$ cat src/rtl/dsched_pkg.sv
// Shared types and helpers for the display page scheduler.
package dsched_pkg;

  typedef enum logic {
    AUTO   = 1'b0,
    MANUAL = 1'b1
  } dsched_state_e;

  localparam logic [31:0] SEG_BLANK = 32'h0;

  // Page index width; a two-source scheduler still needs one bit.
  function automatic int calc_pw(input int n);
    return (n <= 2) ? 1 : $clog2(n);
  endfunction

endpackage

$ cat src/rtl/btn_debounce.sv
// Button conditioner: 2-flop synchronizer, stability counter, rising-edge press pulse.
module btn_debounce #(
  parameter int DEB_CYC = 2_000_000
) (
  input  logic clk,
  input  logic rstn,
  input  logic raw,
  output logic press
);

  localparam int CW = (DEB_CYC > 1) ? $clog2(DEB_CYC) : 1;

  logic [1:0]    sync;
  logic [CW-1:0] cnt;
  logic          level;

  // The level flips only after the synced input has disagreed with it for
  // DEB_CYC consecutive cycles; any agreement in between restarts the count.
  always_ff @(posedge clk or negedge rstn) begin
    if (!rstn) begin
      sync  <= 2'b00;
      cnt   <= '0;
      level <= 1'b0;
      press <= 1'b0;
    end else begin
      sync  <= {sync[0], raw};
      press <= 1'b0;
      if (sync[1] == level) begin
        cnt <= '0;
      end else if (cnt == CW'(DEB_CYC - 1)) begin
        cnt   <= '0;
        level <= sync[1];
        press <= sync[1];
      end else begin
        cnt <= cnt + 1'b1;
      end
    end
  end

endmodule

$ cat src/rtl/disp_page_sched.sv
// Time-shares the seven-segment word among N_SRC sources, one page at a time.
// Optional DSCHED_HOLD_EN adds a hold input that freezes the display and dwell timer.
module disp_page_sched
  import dsched_pkg::*;
#(
  parameter  int N_SRC     = 4,
  parameter  int DWELL_CYC = 100_000_000,
  parameter  int DEB_CYC   = 2_000_000,
  localparam int PW        = calc_pw(N_SRC)
) (
  input  logic                 clk,
  input  logic                 rstn,
`ifdef DSCHED_HOLD_EN
  input  logic                 hold,
`endif
  input  logic [32*N_SRC-1:0]  src_data,
  input  logic [N_SRC-1:0]     src_valid,
  input  logic                 btn_next,
  input  logic                 btn_mode,
  output logic [31:0]          seg_data,
  output logic [PW-1:0]        page,
  output logic                 auto_mode,
  output logic                 page_change
);

  localparam int DW = $clog2(DWELL_CYC);

  typedef struct packed {
    logic          found;
    logic [PW-1:0] idx;
  } sel_t;

  dsched_state_e              state;
  logic [DW-1:0]              dwell;
  logic [N_SRC-1:0][31:0]     words;
  logic                       next_evt, mode_evt;
  logic                       frz, forced, dwell_hit, step_req, adv;
  sel_t                       nxt;

  assign words = src_data;

`ifdef DSCHED_HOLD_EN
  assign frz = hold;
`else
  assign frz = 1'b0;
`endif

  btn_debounce #(.DEB_CYC(DEB_CYC)) u_deb_next (
    .clk   (clk),
    .rstn  (rstn),
    .raw   (btn_next),
    .press (next_evt)
  );

  btn_debounce #(.DEB_CYC(DEB_CYC)) u_deb_mode (
    .clk   (clk),
    .rstn  (rstn),
    .raw   (btn_mode),
    .press (mode_evt)
  );

  // First valid index after cur, wrapping; the loop runs backwards so the
  // nearest candidate is the last one written.
  function automatic sel_t next_valid(input logic [PW-1:0] cur,
                                      input logic [N_SRC-1:0] vld);
    sel_t r;
    int   idx;
    r.found = 1'b0;
    r.idx   = cur;
    for (int k = N_SRC - 1; k >= 1; k--) begin
      idx = (int'(cur) + k) % N_SRC;
      if (vld[idx[PW-1:0]]) begin
        r.found = 1'b1;
        r.idx   = idx[PW-1:0];
      end
    end
    return r;
  endfunction

  assign nxt       = next_valid(page, src_valid);
  assign forced    = !src_valid[page];
  assign dwell_hit = (state == AUTO) && !frz && (dwell == DW'(DWELL_CYC - 1));
  // A mode press in the same cycle swallows a next press.
  assign step_req  = (state == MANUAL) && next_evt && !mode_evt && !frz;
  // All triggers share one target, so the page moves at most once per cycle.
  assign adv       = (forced || dwell_hit || step_req) && nxt.found;

  always_ff @(posedge clk or negedge rstn) begin
    if (!rstn) begin
      state       <= AUTO;
      auto_mode   <= 1'b1;
      page        <= '0;
      page_change <= 1'b0;
      dwell       <= '0;
      seg_data    <= SEG_BLANK;
    end else begin
      page_change <= adv;
      if (adv) page <= nxt.idx;

      if (!frz) seg_data <= src_valid[page] ? words[page] : SEG_BLANK;

      if (mode_evt) begin
        if (state == AUTO) begin
          state     <= MANUAL;
          auto_mode <= 1'b0;
        end else begin
          state     <= AUTO;
          auto_mode <= 1'b1;
        end
      end

      // Cleared on mode changes (entering AUTO starts a fresh dwell), held at 0
      // in MANUAL, restarted on every page move or expiry.
      if (mode_evt || state == MANUAL || adv || dwell_hit) dwell <= '0;
      else if (!frz)                                      dwell <= dwell + 1'b1;
    end
  end

endmodule

$ cat config.mk
export PLATFORM = sky130hd
export DESIGN_NAME = disp_page_sched
export DESIGN_NICKNAME = d
export VERILOG_FILES = /design/src/rtl/dsched_pkg.sv /design/src/rtl/btn_debounce.sv /design/src/rtl/disp_page_sched.sv
export SDC_FILE = /design/constraint.sdc
export NUM_CORES = 1
export LEC_CHECK = 0
export ABC_AREA = 0
export BUFFER_PORTS_ARGS = -buffer_cell sky130_fd_sc_hd__buf_4
export CORE_MARGIN = 8
export CORE_UTILIZATION = 39
export CTS_CLUSTER_DIAMETER = 150
export DETAILED_ROUTE_END_ITERATION = 6
export GPL_ROUTABILITY_DRIVEN = 1
export SYNTH_ARGS = -nofsm -noshare
export SYNTH_HDL_FRONTEND = slang
export SYNTH_SLANG_ARGS = --single-unit
$ cat constraint.sdc
create_clock -name clk -period 6.5 [get_ports clk]
set_input_delay 1.3 -clock clk [delete_from_list [all_inputs] [get_ports clk]]
set_output_delay 1.3 -clock clk [all_outputs]
set_load 0.01 [all_outputs]
==> results of run 1 <==
[through the flow]
step	setup slack (ns)	utilization [%]
2_1_floorplan	3.789	-
3_3_place_gp	3.304	49.74
3_5_place_dp	3.192	49.74
4_1_cts	3.538	53.74
5_1_grt	3.457	53.74
6_report	3.614	53.74
[layer usage]
metal	track usage, %	share of wire [%]	vias up
li1	-	-	2108
met1	19.10	41	2145
met2	26.63	49	156
met3	6.775	8.0	22
met4	6.209	1.9	0
met5	0	0	-
[cells in the final DEF (no fill, tap or decap), types with 2 or more instances in the layout]
cell         n
clkbuf_8     5
mux4_2      33
a21oi_1      5
nand2b_1     3
buf_4      174
bufinv_16    2
nor2_4       8
nor2_2       2
dfrtp_1    112
nand3_1     19
ha_1         3
and3_1       9
nor2_1      77
and2_1       2
nor4bb_1     2
nand4_1     23
nor3_1      11
nor2b_1     34
or3_1        2
nor3b_1      3
xnor2_1     32
clkbuf_16   17
xor2_1      34
inv_1       11
clkbuf_1     4
mux2_1       2
nor4_1       9
nor4b_1      2
nand2_1     23
mux2_2       3
[worst paths after layout]
| path | from | endpoint | slack, ns | cells past startpoint |
|---|---|---|---|---|
| worst max register to register | page[1] | dwell[12] | 4.02 | 5 |
| worst min register to register | u_deb_next.sync[0] | u_deb_next.sync[1] | 0.35 | 0 |
| worst min-delay path | u_deb_next.sync[0] | u_deb_next.sync[1] | 0.35 | 0 |
| max in group asynchronous | rstn | u_deb_mode.cnt[17] | 4.36 | 2 |
| min in group asynchronous | rstn | seg_data[23] | 0.96 | 1 |
| worst max-delay path | page[0] | page[0] | 3.61 | 2 |
[worst reg2reg max path, stage by stage, from the launching register on]
cell	delay, ns
dfrtp_1	0.32
buf_4	0.42
mux4_2	0.69
a311o_1	0.38
nand2b_4	0.35
nor2_1	0.23
[cell type report]
class / count / area (um^2) / share of cell area, %
Clock inverter: 4 / 72.57 / 0.9290
Timing Repair Buffer: 174 / 1306 / 16.72
Multi-Input combinational cell: 358 / 2793 / 35.75
Inverter: 12 / 45.04 / 0.5766
Clock buffer: 26 / 509.2 / 6.519
Sequential cell: 114 / 2855 / 36.55
Tap cell: 184 / 230.2 / 2.947
[kinds of logic after synthesis]
| group | share of synthesized area, % |
|---|---|
| XOR/XNOR | 9.970 |
| buffers and inverters | 2.611 |
| multiplexers | 13.79 |
| AND/OR/NAND/NOR | 22.16 |
| flip-flops | 49.22 |
| AO/OA/AOI/OAI | 1.597 |
| adder cells (fa/ha/maj) | 0.6475 |
[flip-flops by register name, indices dropped and copies added, names as in the netlist]
signal            flops
dwell                27
u_deb_mode.press      1
u_deb_next.sync       2
page                  2
u_deb_next.press      1
page_change           1
u_deb_mode.cnt       21
state                 1
seg_data             32
auto_mode             1
u_deb_next.level      1
u_deb_mode.sync       2
u_deb_mode.level      1
u_deb_next.cnt       21
[report_power, final]
part | internal [mW] | switching (mW) | total (mW)
Clock | 0.609 | 0.292 | 0.901
Sequential | 0.815 | 0.0417 | 0.857
Combinational | 0.446 | 0.417 | 0.863
Total | 1.87 | 0.751 | 2.62
==> summary.txt, run 1 <==
Min path
  – Hold Crit Class: reg -> reg

Clocking
  – Clock latency on the worst-skew pair: 0.41 ns
  – # clock sinks: 114
  – CTS resizes: 0
  – TritonCTS clock tree: done
  – Max clock buf depth: 2
  – Root Driver: clkbuf_16
  – Cts hold-fix bufs: 0
  – Clock Pin Slew Worst Setup and Hold Paths: 0.05 ns
  – CTS Buf Count: 17
  – H-tree lvl count: 4
  – Setup bufs post-CTS: 0

Timing
  – Final Setup Violations: 0
  – Fmax: 0.3465 GHz
  – Final period utilization: roughly 44%
  – Fin Setup TNS: 0 ns
  – WHS: 0.3472 ns
  – Clock skew: between 0.01 and 0.015 ns
  – Least-Margin Pin Slew: between 1 and 1.5 ns
  – Slew Viols, Final: 0
  – Period minus WS final: about 2.9 ns
  – Hold Fails Final Rpt: 0
  – RSZ-0062 raised after global routing: no
  – Slew headroom: 22.19%

Synth
  – Synth top cells by count: dfrtp_1, nor2_1, nor2b_1, xor2_1, mux4_2
  – Post-Syn Area: 5798 um^2
  – Most frequent cell after synthesis: dfrtp_1
  – Post-synth top area cell: dfrtp_1
  – Flops & latches, synth: 114
  – Avg Cell Area, Syn: 11.55 um^2
  – Top post-synthesis cells by area: dfrtp_1, mux4_2, xor2_1
  – Synth warn: 0
  – Post-Syn Nets: 641
  – Sequential element share of the synthesized area: 49.22%
  – Synth Instances: approximately 500
  – Synth cell types: 49
  – Number of synthesized flops with an enable pin: 0
  – Synth async-reset ratio: 100.0%
  – Top cell type's share of synthesized area: 48.77%
  – Main synth FF type: dfrtp_1

Floorplanning
  – Die area: 19020 um^2
  – FP Rows: 44
  – Height of the die: 137.9 um
  – Num ports: 172
  – Core area: 14530 um^2
  – Initial cell density of the core: 39.89%
  – Die width: about 140 um

Final layout
  – Layout cell share with drive strength beyond 1: a little under two fifths
  – Final Net Count: 816
  – Diode count: 0
  – Fill cells: 1317
  – Post-Layout Cell Count: roughly 870
  – Post-route cell area: 7811 um^2
  – Syn-to-layout area delta: 34.72%

Drt
  – Routed length per instance: between 15 and 20 um
  – DRC violation count after routing: 0
  – DR iter-0 viols: 202
  – WL final: about 15 mm
  – First-pass detailed-route iteration total: 4
  – ANT nets after route: 0
  – Vias/cell: 5.081
  – DR vias: roughly 4400

Setup path
  – WP buf/inv: 2
  – Worst Path Max Fanout: 42
  – Max incr delay on CP: 0.55 ns
  – Cells along the critical path: buf_4, buf_4
  – Worst Setup Path Type: reg -> out
  – Req. time, crit path: 5.20 ns
  – Top Family by Delay on Critical Path: buffers and inverters
  – Arr. time, crit path: roughly 1.6 ns
  – CP Capture Type: primary output
  – Startpoint Class: register
  – Most common cell on crit path: buf_4
  – CP max-delay cell: buf_4

Power
  – Cell Pwr Density: ~340 nW/um^2
  – Tot Pwr: approximately 2.6 mW
  – Leak pwr: 3.485 nW
  – Peak supply drop: 0.0002197 V

GRT
  – Largest net degree at the start of global routing: 61
  – Antenna violations before repair: 0
  – Gr usage total: 16.43%
  – Global-route wire length before repair: 24.03 mm
  – Total grt overflow: 0
  – Vias in the first global route: 4699

Placed design
  – GP Congestion: 0.8377
  – Port bufs: about 170
  – Placed Instance Area: 7229 um^2
  – DP HPWL: 11.40 mm
  – Placed cells: around 840

Run
  – Max cap viols: 0

Run status
  – Status: finished, final reports clean
Power figures use the tool's default switching activity.
==> run 2: changes to the inputs <==
ABC_AREA = 1   (was 0)
PLACE_DENSITY = 0.65   (was unset)
clock period = 2.55 ns   (was 6.5 ns; I/O delays follow)
==> run 2 against run 1 <==
Die area increased by 3.6%. Combinational power increased to 2.8 times the previous value. Synthesized area increased by 4.1%. Critical endpoint is now page[1].
==> summary.txt, run 2 <==
Synth
  – Synth cell types: 26 (-47%)
  – Post-Syn Area: 6035 um^2 (+4.1%)
  – Synth warn: 0 (unchanged)
  – Post-synth top area cell: dfrtp_1
  – Synth top cells by count: nand2_1, nor2_1, dfrtp_1, nand3_1, inv_1
  – Synth Instances: 760 (+51%)
  – Top cell type's share of synthesized area: 46.86% (-1.9 points)
  – Post-Syn Nets: 899 (+40%)
  – Top post-synthesis cells by area: dfrtp_1, nand2_1, nand3_1
  – Avg Cell Area, Syn: 7.940 um^2 (-31%)
  – Most frequent cell after synthesis: nand2_1
  – Sequential element share of the synthesized area: 47.29% (-1.9 points)
  – Main synth FF type: dfrtp_1
  – Synth async-reset ratio: 100.0% (unchanged)
  – Number of synthesized flops with an enable pin: 0 (unchanged)
  – Flops & latches, synth: 114 (unchanged)

Drt
  – First-pass detailed-route iteration total: 5 (+1)
  – WL final: 17.93 mm (+22%)
  – DR vias: 5799 (+31%)
  – Routed length per instance: 15.83 um (-6.3%)
  – Wire length on met1: 7.255 mm (+19%)
  – Max Used Layer: met5
  – ANT nets after route: 0 (unchanged)
  – DR iter-0 viols: 275 (+36%)
  – Vias/cell: 5.118 (+0.73%)
  – Wire length on met3: 1.731 mm (+47%)
  – Routed length on met2: 8.665 mm (+21%)
  – DRC violation count after routing: 0 (unchanged)

Timing
  – Least-Margin Pin Slew: 0.9431 ns (-0.2134 ns)
  – RSZ-0062 raised after global routing: no
  – Final Setup Violations: 0 (unchanged)
  – Hold Fails Final Rpt: 0 (unchanged)
  – Setup ws final: 0.4530 ns (-3.161 ns)
  – Final period utilization: 82.23%
  – Clock skew: 0.009717 ns (-0.0004409 ns)
  – Period minus WS final: 2.097 ns
  – Slew Viols, Final: 0 (unchanged)
  – Fin Setup TNS: 0 ns (unchanged)
  – Slew headroom: 37.06% (+15 points)
  – Fmax: approximately 0.48 GHz

Final layout
  – Final Net Count: 1071 (+31%)
  – Commonest cells after routing, fill and taps aside: buf_4, nand2_1, nor2_1
  – Max FFs per register: 32 (unchanged)
  – Layout cell share with drive strength beyond 1: 26.14% (-11 points)
  – Top Registers: seg_data x32, dwell x27
  – Diode count: 0 (unchanged)
  – Most flop-heavy register: seg_data
  – Most common cell after layout, fill and taps aside: buf_4
  – Syn-to-layout area delta: 35.08%

Setup path
  – Arr. time, crit path: 1.59 ns (about the same)
  – Worst Path Max Fanout: 71 (+69%)
  – CP Capture Type: primary output
  – Worst Setup Path Type: reg -> out
  – Startpoint Class: register
  – Req. time, crit path: 2.04 ns (-3.16 ns)

GRT
  – Largest net degree at the start of global routing: 72 (+18%)
  – Gr usage total: 18.65% (+2.2 points)
  – Total grt overflow: 0 (unchanged)
  – Vias in the first global route: 6150 (+31%)
  – Antenna violations before repair: 1 (+1)
  – Global-route wire length before repair: 29.51 mm (+23%)

Power
  – Cell Pwr Density: 873.6 nW/um^2 (+160%)
  – Leak pwr: 3.637 nW (+4.4%)
  – Peak supply drop: 0.0006490 V (+200%)

Placed design
  – GP Congestion: 0.8592 (+2.6%)
  – Port bufs: 171 (unchanged)
  – Post-place setup slack: 0.5181 ns (-2.674 ns)
  – DP HPWL: 13.55 mm (+19%)

Floorplanning
  – Initial cell density of the core: 39.84% (-0.050 points)
  – FP Rows: 45 (+2.3%)
  – Num ports: 172 (unchanged)
  – Core area: 15150 um^2 (+4.2%)
  – Height of the die: 140.4 um (+1.8%)
  – Die width: 140.4 um (+1.8%)
  – Die area: 19710 um^2 (+3.6%)

Clocking
  – Setup bufs post-CTS: 0 (unchanged)
  – Max clock buf depth: 2 (unchanged)
  – Root Driver: clkbuf_16
  – # clock sinks: 114 (unchanged)
  – Clock Pin Slew Worst Setup and Hold Paths: 0.06 ns (about the same)
  – CTS resizes: 0 (unchanged)
  – Cts hold-fix bufs: 0 (unchanged)
  – Clock latency on the worst-skew pair: 0.41 ns (about the same)
  – H-tree lvl count: 4 (unchanged)
  – CTS Buf Count: 17 (unchanged)
  – TritonCTS clock tree: done

Run
  – Max cap viols: 0 (unchanged)

Min path
  – Hold Crit Class: in -> async

Run status
  – Status: finished, final reports clean
## run 2: cell types whose count changed after synthesis, moves of 33 or more
cell	change
a31oi_1	+37
nor2_1	+39
mux4_2	-33
nor2b_1	-34
nand3_1	+80
inv_1	+52
nand2_1	+116
## run 2: metal layers
| metal | vias up | track usage, % |
|---|---|---|
| met1 | 2701 | 20.60 |
| met4 | 2 | 6.000 |
| met2 | 190 | 31.05 |
| met5 | - | 0 |
| met3 | 24 | 8.936 |
| li1 | 2882 | - |
## run 2: power by group
| group | leakage [nW] | internal (mW) | switching, mW |
|---|---|---|---|
| clock | 0.305 | 1.68 | 0.857 |
| sequential | 1.53 | 2.08 | 0.120 |
| combinational | 1.80 | 0.899 | 1.48 |
## run 2: cell type report
class	count	area [um^2]
Tap cell	188	235.2
Clock buffer	19	452.9
Sequential cell	114	2855
Inverter	64	240.2
Fill cell	1425	6994
Clock inverter	13	183.9
Multi-Input combinational cell	555	2820
Timing Repair Buffer	180	1364
## run 2: cell families after synthesis
kind of cell | share of synthesized area [%]
AND/OR/NAND/NOR | 30.85
flip-flops | 47.29
AO/OA/AOI/OAI | 9.952
buffers and inverters | 6.054
XOR/XNOR | 5.225
adder cells (fa/ha/maj) | 0.6221
## run 2: worst paths after layout
path	startpoint	to	slack (ns)	cells after the start
min in group clk	btn_next	u_deb_next.sync[0]	0.21	1
worst min register to register	u_deb_mode.sync[0]	u_deb_mode.sync[1]	0.34	0
max in group asynchronous	rstn	seg_data[26]	1.88	2
worst max-delay path	page[1]	page[1]	0.45	2
worst max register to register	page[1]	dwell[19]	0.52	6
worst min-delay path	rstn	u_deb_mode.cnt[16]	0.06	1
## run 2: stage by stage
step                      utilization (%)  std cells  cell area [um^2]  hold WS, ns  power [mW]
final                               53.82       1133              8152      0.06012       7.121
after global routing                53.82       1133              8152      0.08987       7.548
after CTS                           53.82       1133              8152      0.07021       7.203
after detailed placement            49.62       1101              7515       0.3347       4.640
after global placement              49.62       1101              7515       0.3347       4.616
after floorplan                         -        760              6035       0.2144       3.695
## run 2: critical path: stages (launching register included)
cell	delay, ns
dfrtp_2	0.36
buf_4	0.56
buf_4	0.24
